`config.mk`:
```
export PLATFORM = sky130hd
export DESIGN_NAME = reg_file_sb
export DESIGN_NICKNAME = d
export VERILOG_FILES = /design/src/rtl/reg_file_pkg.sv /design/src/rtl/rf_scoreboard.sv /design/src/rtl/reg_file_sb.sv
export SDC_FILE = /design/constraint.sdc
export NUM_CORES = 1
export LEC_CHECK = 0
export CORE_MARGIN = 5
export CORE_UTILIZATION = 50
export CTS_CLUSTER_SIZE = 30
export DETAILED_ROUTE_END_ITERATION = 8
export PLACE_DENSITY = 0.67
export SLEW_MARGIN = 15
export SYNTH_ARGS = -nofsm -noshare
export SYNTH_HDL_FRONTEND = slang
export SYNTH_SLANG_ARGS = --single-unit
```
`constraint.sdc`:
```
create_clock -name clk -period 4.2 [get_ports clk]
set_input_delay 0.42 -clock clk [delete_from_list [all_inputs] [get_ports clk]]
set_output_delay 0.42 -clock clk [all_outputs]
set_load 0.1 [all_outputs]
```
`src/rtl/reg_file_pkg.sv`:
```
// Shared definitions for the scoreboarded register file.
//   rf_state_e : controller state (ST_CLEAR zeroes the array, ST_RUN is normal use)
//   DEF_*      : default parameter values used by reg_file_sb and its sub-module
package reg_file_pkg;

  localparam int DEF_ADDRESS_WIDTH = 5;
  localparam int DEF_DATA_WIDTH    = 32;
  localparam int DEF_NUM_READ      = 2;
  localparam int DEF_BYPASS        = 1;
  localparam int DEF_PROBE_REG     = 10;

  typedef enum logic {
    ST_CLEAR = 1'b0,
    ST_RUN   = 1'b1
  } rf_state_e;

endpackage

```
`src/rtl/rf_scoreboard.sv`:
```
// Pending-producer tracking for the register file.
// One pending bit per register: set when an instruction claims the register
// as its destination, cleared when the register is written. Set wins when both
// hit the same index in one cycle (the new producer is still outstanding).
// Ports:
//   clk_i, rst_i        : clock, asynchronous active-high reset (clears all bits)
//   run_i               : updates and hazard outputs are enabled only while high
//   we_i, wa_i          : register write (clears pending[wa_i])
//   issue_valid_i/_rd_i : destination claim (sets pending[issue_rd_i])
//   ra_i                : read addresses, one per read port
//   hazard_o            : per read port, the addressed register is still pending
module rf_scoreboard
  import reg_file_pkg::*;
#(
  parameter int ADDRESS_WIDTH = DEF_ADDRESS_WIDTH,
  parameter int NUM_READ      = DEF_NUM_READ,
  parameter int BYPASS        = DEF_BYPASS
) (
  input  logic                                   clk_i,
  input  logic                                   rst_i,
  input  logic                                   run_i,
  input  logic                                   we_i,
  input  logic [ADDRESS_WIDTH-1:0]               wa_i,
  input  logic                                   issue_valid_i,
  input  logic [ADDRESS_WIDTH-1:0]               issue_rd_i,
  input  logic [NUM_READ-1:0][ADDRESS_WIDTH-1:0] ra_i,
  output logic [NUM_READ-1:0]                    hazard_o
);

  localparam int DEPTH = 2 ** ADDRESS_WIDTH;

  logic [DEPTH-1:0] pending_q, pending_d;
  logic             wr_hit;
  logic             set_hit;

  assign wr_hit  = run_i && we_i && (wa_i != '0);
  assign set_hit = run_i && issue_valid_i && (issue_rd_i != '0);

  // Clear is applied first so a same-index set overrides it.
  always_comb begin
    pending_d = pending_q;
    if (wr_hit)  pending_d[wa_i]       = 1'b0;
    if (set_hit) pending_d[issue_rd_i] = 1'b1;
  end

  always_ff @(posedge clk_i or posedge rst_i) begin
    if (rst_i) pending_q <= '0;
    else       pending_q <= pending_d;
  end

  // A write landing this cycle resolves the hazard when it is forwarded.
  always_comb begin
    for (int i = 0; i < NUM_READ; i++) begin
      hazard_o[i] = 1'b0;
      if (run_i && (ra_i[i] != '0)) begin
        hazard_o[i] = pending_q[ra_i[i]] &&
                      !((BYPASS == 1) && wr_hit && (wa_i == ra_i[i]));
      end
    end
  end

endmodule

```
`src/rtl/reg_file_sb.sv`:
```
// Multi-port register file with self-clearing start-up and a producer scoreboard.
// After reset the controller walks indices 1..DEPTH-1 writing zero (busy=1);
// then it accepts writes, combinational reads with optional same-cycle
// forwarding, and destination claims that raise per-port hazards.
// Register 0 is hard-wired to zero.
// Ports:
//   clk, rst            : clock, asynchronous active-high reset (restarts clear)
//   we, wa, wd          : write port
//   ra / rd             : NUM_READ read ports (address in, data out)
//   issue_valid/issue_rd: destination claim for the scoreboard
//   hazard              : per read port, addressed register has a pending producer
//   busy                : clear sequence in progress
//   probe               : stored content of register PROBE_REG (never forwarded)
module reg_file_sb
  import reg_file_pkg::*;
#(
  parameter int ADDRESS_WIDTH = DEF_ADDRESS_WIDTH,
  parameter int DATA_WIDTH    = DEF_DATA_WIDTH,
  parameter int NUM_READ      = DEF_NUM_READ,
  parameter int BYPASS        = DEF_BYPASS,
  parameter int PROBE_REG     = DEF_PROBE_REG
) (
  input  logic                                   clk,
  input  logic                                   rst,
  input  logic                                   we,
  input  logic [ADDRESS_WIDTH-1:0]               wa,
  input  logic [DATA_WIDTH-1:0]                  wd,
  input  logic [NUM_READ-1:0][ADDRESS_WIDTH-1:0] ra,
  output logic [NUM_READ-1:0][DATA_WIDTH-1:0]    rd,
  input  logic                                   issue_valid,
  input  logic [ADDRESS_WIDTH-1:0]               issue_rd,
  output logic [NUM_READ-1:0]                    hazard,
  output logic                                   busy,
  output logic [DATA_WIDTH-1:0]                  probe
);

  localparam int                       DEPTH     = 2 ** ADDRESS_WIDTH;
  localparam logic [ADDRESS_WIDTH-1:0] LAST_IDX  = ADDRESS_WIDTH'(DEPTH - 1);
  localparam logic [ADDRESS_WIDTH-1:0] PROBE_IDX = ADDRESS_WIDTH'(PROBE_REG);

  rf_state_e                state_q, state_d;
  logic [ADDRESS_WIDTH-1:0] cnt_q, cnt_d;
  logic [DATA_WIDTH-1:0]    mem_q [DEPTH];
  logic                     run;
  logic                     wr_en;

  // State register: reset restarts the clear walk at index 1.
  always_ff @(posedge clk or posedge rst) begin
    if (rst) begin
      state_q <= ST_CLEAR;
      cnt_q   <= ADDRESS_WIDTH'(1);
    end else begin
      state_q <= state_d;
      cnt_q   <= cnt_d;
    end
  end

  // Next state: leave CLEAR on the edge that zeroes the last index.
  always_comb begin
    state_d = state_q;
    cnt_d   = cnt_q;
    case (state_q)
      ST_CLEAR: begin
        cnt_d = cnt_q + ADDRESS_WIDTH'(1);
        if (cnt_q == LAST_IDX) state_d = ST_RUN;
      end
      ST_RUN:   state_d = ST_RUN;
      default:  state_d = ST_CLEAR;
    endcase
  end

  // Outputs of the controller.
  always_comb begin
    busy  = (state_q == ST_CLEAR);
    run   = (state_q == ST_RUN);
    wr_en = run && we && (wa != '0);
  end

  // Array has no reset; it is zeroed only by the clear walk.
  always_ff @(posedge clk) begin
    if (busy)       mem_q[cnt_q] <= '0;
    else if (wr_en) mem_q[wa]    <= wd;
  end

  always_comb begin
    for (int i = 0; i < NUM_READ; i++) begin
      rd[i] = '0;
      if (run && (ra[i] != '0)) begin
        if ((BYPASS == 1) && wr_en && (wa == ra[i])) rd[i] = wd;
        else                                          rd[i] = mem_q[ra[i]];
      end
    end
  end

  assign probe = (run && (PROBE_IDX != '0)) ? mem_q[PROBE_IDX] : '0;

  rf_scoreboard #(
    .ADDRESS_WIDTH (ADDRESS_WIDTH),
    .NUM_READ      (NUM_READ),
    .BYPASS        (BYPASS)
  ) u_sb (
    .clk_i         (clk),
    .rst_i         (rst),
    .run_i         (run),
    .we_i          (we),
    .wa_i          (wa),
    .issue_valid_i (issue_valid),
    .issue_rd_i    (issue_rd),
    .ra_i          (ra),
    .hazard_o      (hazard)
  );

endmodule

```
# After elaboration in Yosys (flattened, before gate mapping)
# Memory sizes are Yosys's and may differ from the RTL's.
# Cells that the tools add are included.
# word_totals
input_bits	56
regBits	38
word_cells	63
memories	1
ram_bits	1024
out_inout_bits	99
# classes
reduce_logical	19
mux	26
bitwise_logic	4
n_eq_ne	3
addsub	1
magnitude_cmp	6
# memory_table
name	words	word_bits	read_ports	rd_ports_with_merged_regs	wr	line	source
mem_q	32	32	3	0	1	reg_file_sb.sv:43	logic [DATA_WIDTH-1:0] mem_q [DEPTH];
# op_table
cell	count
2-to-1 mux 32 bit	8
bitwise AND 32 bit	1
NOT 32 bit	1
bitwise OR 32 bit	1
OR reduction 32 bit	1
less-than comparator 5 x 6 -> 1 bit, second input constant	4
nonzero test 5 bit	4
logical AND 1 bit	12
2-to-1 mux 1 bit	12
binary-select mux 1 bit (select 5 bit)	2
demux 1 bit (select 5 bit)	2
equality test 5 bit	2
greater-or-equal comparator 5 x 1 -> 1 bit, second input constant	2
adder 5 x 1 -> 5 bit, second input constant	1
equality test 5 bit, second input constant	1
2-to-1 mux 5 bit	1
logical NOT 1 bit	2
case mux 1 bit (2 select lines)	1
NOT 1 bit	1

# Logic depth before layout (Yosys ltp)
# Gate-level depths: netlist of the first run.
# logic_depth
ltp_word	9
mapped_depth	10
mapped_depth_nobuf	5

# Hierarchy
# A second synthesis of the first run with hierarchy kept.
# unflattened
cells_unflattened	2914
area_unflattened_um2	51127.8
# modules_own_cells
mod	n_inst	cells_per_inst	seq_area_each_um2	area_each_um2
reg_file_sb	1	2697	30900.9	48933.2
rf_scoreboard	1	217	800.8	2194.6

# Worst setup path after synthesis of the first run
# Ideal clock, no wire load.
# synth_path
path_kind	input to output
from	in ra[1] (netlist name)
to	out hazard[0]
required_ps	3780
path_stages	8
n_path_buf	4
setup_slack_ps	66
t_arrival_ps	3714
path_cell_list	clkbuf_2 > buf_4 > buf_2 > o21ai_0 > a31oi_1 > buf_2 > nand2_1 > o21ai_0
# synth_between
elab_chain_cells	5
elab_cells_between_ends	9
classes_between	1 x eq/ne; 3 x mux; 5 x reduce/logical
# synth_rtl
item	line	source
start, declared	reg_file_sb.sv:28	input logic [NUM_READ-1:0][ADDRESS_WIDTH-1:0] ra,
parallel branches: the longest is 4 deep, another holds binary-select mux 1 bit (select 5 bit)	n/a	
2-to-1 mux 1 bit (*)	rf_scoreboard.sv:55	if (run_i && (ra_i[i] != '0)) begin
end, declared	reg_file_sb.sv:32	output logic [NUM_READ-1:0] hazard,
# Every way passes the cells marked *. The select of a mux whose other input is x is not followed.

==> metrics.txt, run 1 <==
final net count 2,878; largest family of logic cells by synthesized area multiplexers; Clock transition at path regs 0.06 ns; Pins Over Slew Limit 0; IO Count 155; async set-or-reset flop fraction in the synthesized netlist 0.0358; Synth Area per Inst 19.4 µm²; most common flop cell mapped by yosys edfxtp_1; Synth Warn # 0; clock skew 0.0192 ns; slowest stage delay, CP 0.79 ns; DP HPWL 94,100 µm; DR WL/cell 35.9 µm; Worst VDD drop 0.000333 V; post-synthesis register bit count 1,062; crit end category output port; TritonCTS clock tree built; Setup WS pre-CTS 0.515 ns; # rows 116; first-pass GRT wire length 218,000 µm; total gr overflow 0; final setup vio count 0; final WL 151,000 µm; H-tree depth 3; post-synth cell types 54; clock root cell clkbuf_16; Adder-Cell Fraction of Synth Area 0.000500; share of layout cells above drive strength 1 0.343; status finished, final reports clean; top cells by area, synth edfxtp_1 (61%), mux4_2 (24%), mux2i_1 (2.7%), dfrtp_1 (1.9%), o22ai_1 (1.6%); cts bufs inserted 107; Post-Syn Nets 2,636; final hold violation count 0; final critical-path required period 3.75 ns; DP Area 55,200 µm²; worst path required time 3.78 ns; Compound-Gate Fraction of Synth Area 0.0515; R2R Setup Slk 1.19 ns; Initial Util 0.502; top layer in use met5; final routed DRC violation total 0; Slew Limit Headroom 0.276; f_max 267 MHz; register area share after synthesis 0.634; fin area 58,500 µm²; # fillers 7,055; clk sinks 1,062; Vias 29,600; crit-path cells clkdlybuf4s50_1, or3b_2, buf_4, o22ai_1, a211oi_1, a32o_1, buf_12; Synth top area share 0.615; initial antenna violation count 4; via density per instance 7.04; leakage power 0.0206 µW; CTS Hold Bufs 0; CP Class in -> out; Syn-to-layout area delta 16.9%; number of synthesized flops with an enable pin 1,024; Clk Latency, worst-skew pair 0.68 ns; vias in the first global route 30,500; Post-Synth XOR/XNOR Area 0.00228; largest net degree at the start of global routing 56; fin crit share 0.892; gpl congestion 0.874; RSZ-0062 raised after global routing no; worst-path maximum fanout 20; simple logic cell fraction of the synthesized area 0.0241; PostCTS Resize Cnt 0; hold_ws 0.181 ns; Slew @ Worst Pin 1.09 ns; final setup TNS 0 ns; Power per Cell Area 411 nW/µm²; Total Power 24,000 µW; Met1 Routed Length 55,600 µm; First-pass DRT Iterations 6; die area 106,000 µm²; maxcap violations 0; crit path launch type primary input; Min-Delay Path Class in -> async; met3 wire length 17,300 µm; area of the core 99,700 µm²; Final ANT Viol Nets 0; arrival time worst endpoint 3.33 ns; Critical Path Slowest Stage Cell or3b_2; Cells after Synth 2,578; Post-CTS Setup Inserts 0; Die Y 326 µm; GRT Total Usage 0.282; mapped cell area 50,000 µm²; Port Buffers 154; mux contribution to synthesized area 0.266; met2 WL post-DR 73,000 µm; Clock Tree Buf Depth 3; Worst Slack Setup Final 0.454 ns; DRT iter0 DRCs 3,978; x dimension of the die 326 µm; cell taking the most area after synthesis edfxtp_1
==> path summary, 6_finish.rpt <==
kind	cells after the start	endpoint	startpoint
setup / recovery	7	rd[22]	ra[3]
hold / removal	3	cnt_q[1]	rst
setup reg to reg	7	mem_q[1][11]	run
hold reg to reg	0	u_sb.pending_q[0]	u_sb.pending_q[0]
max in group asynchronous	3	run	rst
min in group clk	0	u_sb.pending_q[0]	u_sb.pending_q[0]
==> cell families after synthesis <==
| kind of cell | after synthesis |
|---|---|
| compound gates | 377 |
| xor+xnor | 13 |
| fa+ha+maj | 2 |
| buf+inv | 226 |
| flops | 1062 |
| mux | 669 |
| simple gates | 229 |
==> metrics by stage <==
stage               std cells   util
global placement         4009  0.553
finish                   4206  0.587
detailed placement       4009  0.553
global route             4204  0.586
floorplan                2578      -
CTS                      4204  0.586
==> worst max-delay path: cells and delay by family <==
family | cells | cell delay, ns
buf+inv | 3 | 1.14
compound gates | 3 | 0.91
simple gates | 1 | 0.79
==> cells in the mapped netlist, types with 7 or more instances <==
| library cell | count |
|---|---|
| clkbuf_1 | 82 |
| buf_4 | 24 |
| a32o_1 | 30 |
| xor2_1 | 7 |
| a22o_1 | 33 |
| mux2i_1 | 136 |
| mux4_2 | 527 |
| a21oi_1 | 32 |
| and2_1 | 66 |
| nor2_1 | 50 |
| a211o_1 | 31 |
| a31oi_1 | 8 |
| buf_2 | 96 |
| o22ai_1 | 124 |
| o21ai_0 | 69 |
| nand3_1 | 12 |
| nand2_1 | 51 |
| inv_1 | 9 |
| nor3_1 | 7 |
| a211oi_1 | 32 |
| edfxtp_1 | 1024 |
| buf_1 | 8 |
| dfrtp_1 | 37 |
==> where the power goes <==
group	internal, µW	switching (µW)
clock	5120	4040
sequential	11700	32.8
combinational	1190	1970
==> sequential cells by signal, indices dropped and copies added (netlist names) <==
signal,flops
u_sb.pending_q,32
cnt_q,5
mem_q,1024
run,1
==> layer usage <==
layer	vias up	GRT usage
met3	293	0.0749
met1	15700	0.386
met5	-	0
li1	11700	-
met2	1918	0.453
met4	2	0.0862
==> layout by cell type (no fill, tap or decap), types with 33 or more instances in the layout <==
cell | Yosys | routed
buf_12 | 0 | 113
edfxtp_1 | 1024 | 1024
clkbuf_16 | 0 | 110
buf_4 | 24 | 149
mux2i_1 | 136 | 136
nor2_4 | 0 | 35
a22o_1 | 33 | 33
o22ai_1 | 124 | 124
dfrtp_1 | 37 | 36
mux4_2 | 527 | 527
and2_1 | 66 | 65
o21ai_0 | 69 | 69
clkdlybuf4s50_1 | 0 | 82
nand2_1 | 51 | 50
==> area by class of cell <==
class | instances | area [µm²] | share of cell area
Antenna cell | 2 | 5.00 | 0.0000856
Sequential cell | 1062 | 31700 | 0.542
Inverter | 9 | 33.8 | 0.000578
Tap cell | 1298 | 1620 | 0.0278
Clock buffer | 143 | 2890 | 0.0494
Multi-Input combinational cell | 1290 | 17500 | 0.300
Timing Repair Buffer | 350 | 4280 | 0.0733
Clock inverter | 52 | 417 | 0.00712
Power figures use the tool's default switching activity.
==> run 2, diff against run 1 <==
--- a/config.mk
+++ b/config.mk
@@ -7,6 +7,7 @@
 export LEC_CHECK = 0
 export CORE_MARGIN = 5
 export CORE_UTILIZATION = 50
+export CTS_BUF_LIST = sky130_fd_sc_hd__clkbuf_8
 export CTS_CLUSTER_SIZE = 30
 export DETAILED_ROUTE_END_ITERATION = 8
 export PLACE_DENSITY = 0.67
==> metrics.txt, run 2 (synthesized netlist as in run 1, its figures left out) <==
status finished, final reports clean; Initial Util 0.502; worst path required time 3.78 ns; vias in the first global route 31,000; Power per Cell Area 395 nW/µm²; clock skew 0.0211 ns; cts bufs inserted 171; fin area 58,200 µm²; M3 GR Usage 0.0811; x dimension of the die 326 µm; Final ANT Viol Nets 0; Total Power 23,000 µW; fin crit share 0.922; Critical Path Slowest Stage Cell buf_4; slowest stage delay, CP 0.50 ns; initial antenna violation count 4; GRT Total Usage 0.283; CP Class reg -> out; leakage power 0.0207 µW; Vias 29,800; clock root cell clkbuf_8; final critical-path required period 3.87 ns; die area 106,000 µm²; biggest regs mem_q x1024, u_sb.pending_q x32, cnt_q x5; final hold violation count 0; area of the core 99,700 µm²; Worst VDD drop 0.000317 V; DRT iter0 DRCs 3,784; gpl congestion 0.874; clk sinks 1,062; critical path's top delay family compound AO/OA/AOI/OAI gates; # fillers 7,170; TritonCTS clock tree built; Clk Latency, worst-skew pair 0.82 ns; total gr overflow 0; final setup vio count 0; Slew Limit Headroom 0.261; grt peak-use layer met2; most frequent cells in the layout edfxtp_1 (1,024), mux4_2 (527), clkbuf_8 (180), buf_4 (149), mux2i_1 (136); final setup TNS 0 ns; worst-path maximum fanout 33; met1 Resource Use GR 0.383; First-pass DRT Iterations 5; Die Y 326 µm; Syn-to-layout area delta 16.3%; crit path launch type flip-flop; final routed DRC violation total 0; share of layout cells above drive strength 1 0.350; DP Area 55,200 µm²; f_max 258 MHz; H-tree depth 4; Post-CTS Setup Inserts 0; arrival time worst endpoint 3.45 ns; Clock transition at path regs 0.05 ns; Biggest register mem_q; Crit path buffers/inverters 2; footprint of the multi-input gates 17,500 µm²; DR WL/cell 35.1 µm; Port Buffers 154; final WL 151,000 µm; # rows 116; crit-path cells nand2_1, a31o_1, nor4_4, buf_4, a22o_1, buf_12; crit end category output port; PostCTS Resize Cnt 0; first-pass GRT wire length 218,000 µm; via density per instance 6.93; leading cell type in the layout, fill and taps excluded edfxtp_1; hold_ws 0.406 ns; Largest register FFs 1,024; RSZ-0062 raised after global routing no; final net count 2,943; CTS Hold Bufs 1; IO Count 155; FF+latch area 31,700 µm²; maxcap violations 0; Clock Tree Buf Depth 3; DP HPWL 94,100 µm; Pins Over Slew Limit 0; Slew @ Worst Pin 1.11 ns; largest net degree at the start of global routing 56; M2 GR Usage 0.450; Min-Delay Path Class reg -> reg; Util after Layout 0.584
[run 2: worst reg2reg max path: stages, from the launching register on]
cell	delay, ns
dfrtp_2	0.49
nand2_1	0.26
a31oi_4	0.33
buf_4	0.41
a31oi_1	0.19
buf_4	0.26
nor2_4	0.12
buf_4	0.53
[run 2: path summary, 6_finish.rpt]
kind                                   startpoint                 end  slack (ns)  cells after the start
worst max-delay path                          run              rd[45]        0.33                      6
worst min-delay path            u_sb.pending_q[0]   u_sb.pending_q[0]        0.41                      0
worst max register to register                run        mem_q[3][25]        1.19                      7
worst min register to register  u_sb.pending_q[0]   u_sb.pending_q[0]        0.41                      0
max in group asynchronous                     rst                 run        3.24                      4
min in group asynchronous                     rst  u_sb.pending_q[11]        0.59                      4
[run 2: power by group]
part | total [µW] | switching (µW) | internal [µW]
Combinational | 3160 | 1970 | 1190
Sequential | 11700 | 33.0 | 11700
Clock | 8120 | 4020 | 4100
Total | 23000 | 6020 | 17000
[run 2: layer usage]
metal | vias to the layer above | wire [µm] | part of all wire
met3 | 304 | 16700 | 0.11
met1 | 15900 | 56400 | 0.37
li1 | 11800 | - | -
met4 | 2 | 4940 | 0.033
met5 | - | 13 | 0.000086
met2 | 1837 | 73000 | 0.48
[run 2: stage by stage]
stage | instances | setup WS, ns
3_5_place_dp | 4009 | 0.515
4_1_cts | 4301 | 0.343
2_1_floorplan | 2578 | 0.0665
3_3_place_gp | 4009 | 0.459
6_report | 4303 | 0.326
5_1_grt | 4302 | 0.281
[run 2: final cells by class]
type / instances / area share
Tap cell: 1298 / 0.0279
Antenna cell: 2 / 0.0000860
Clock buffer: 180 / 0.0426
Inverter: 9 / 0.000580
Timing Repair Buffer: 351 / 0.0738
Clock inverter: 111 / 0.00920
Sequential cell: 1062 / 0.545
Multi-Input combinational cell: 1290 / 0.301
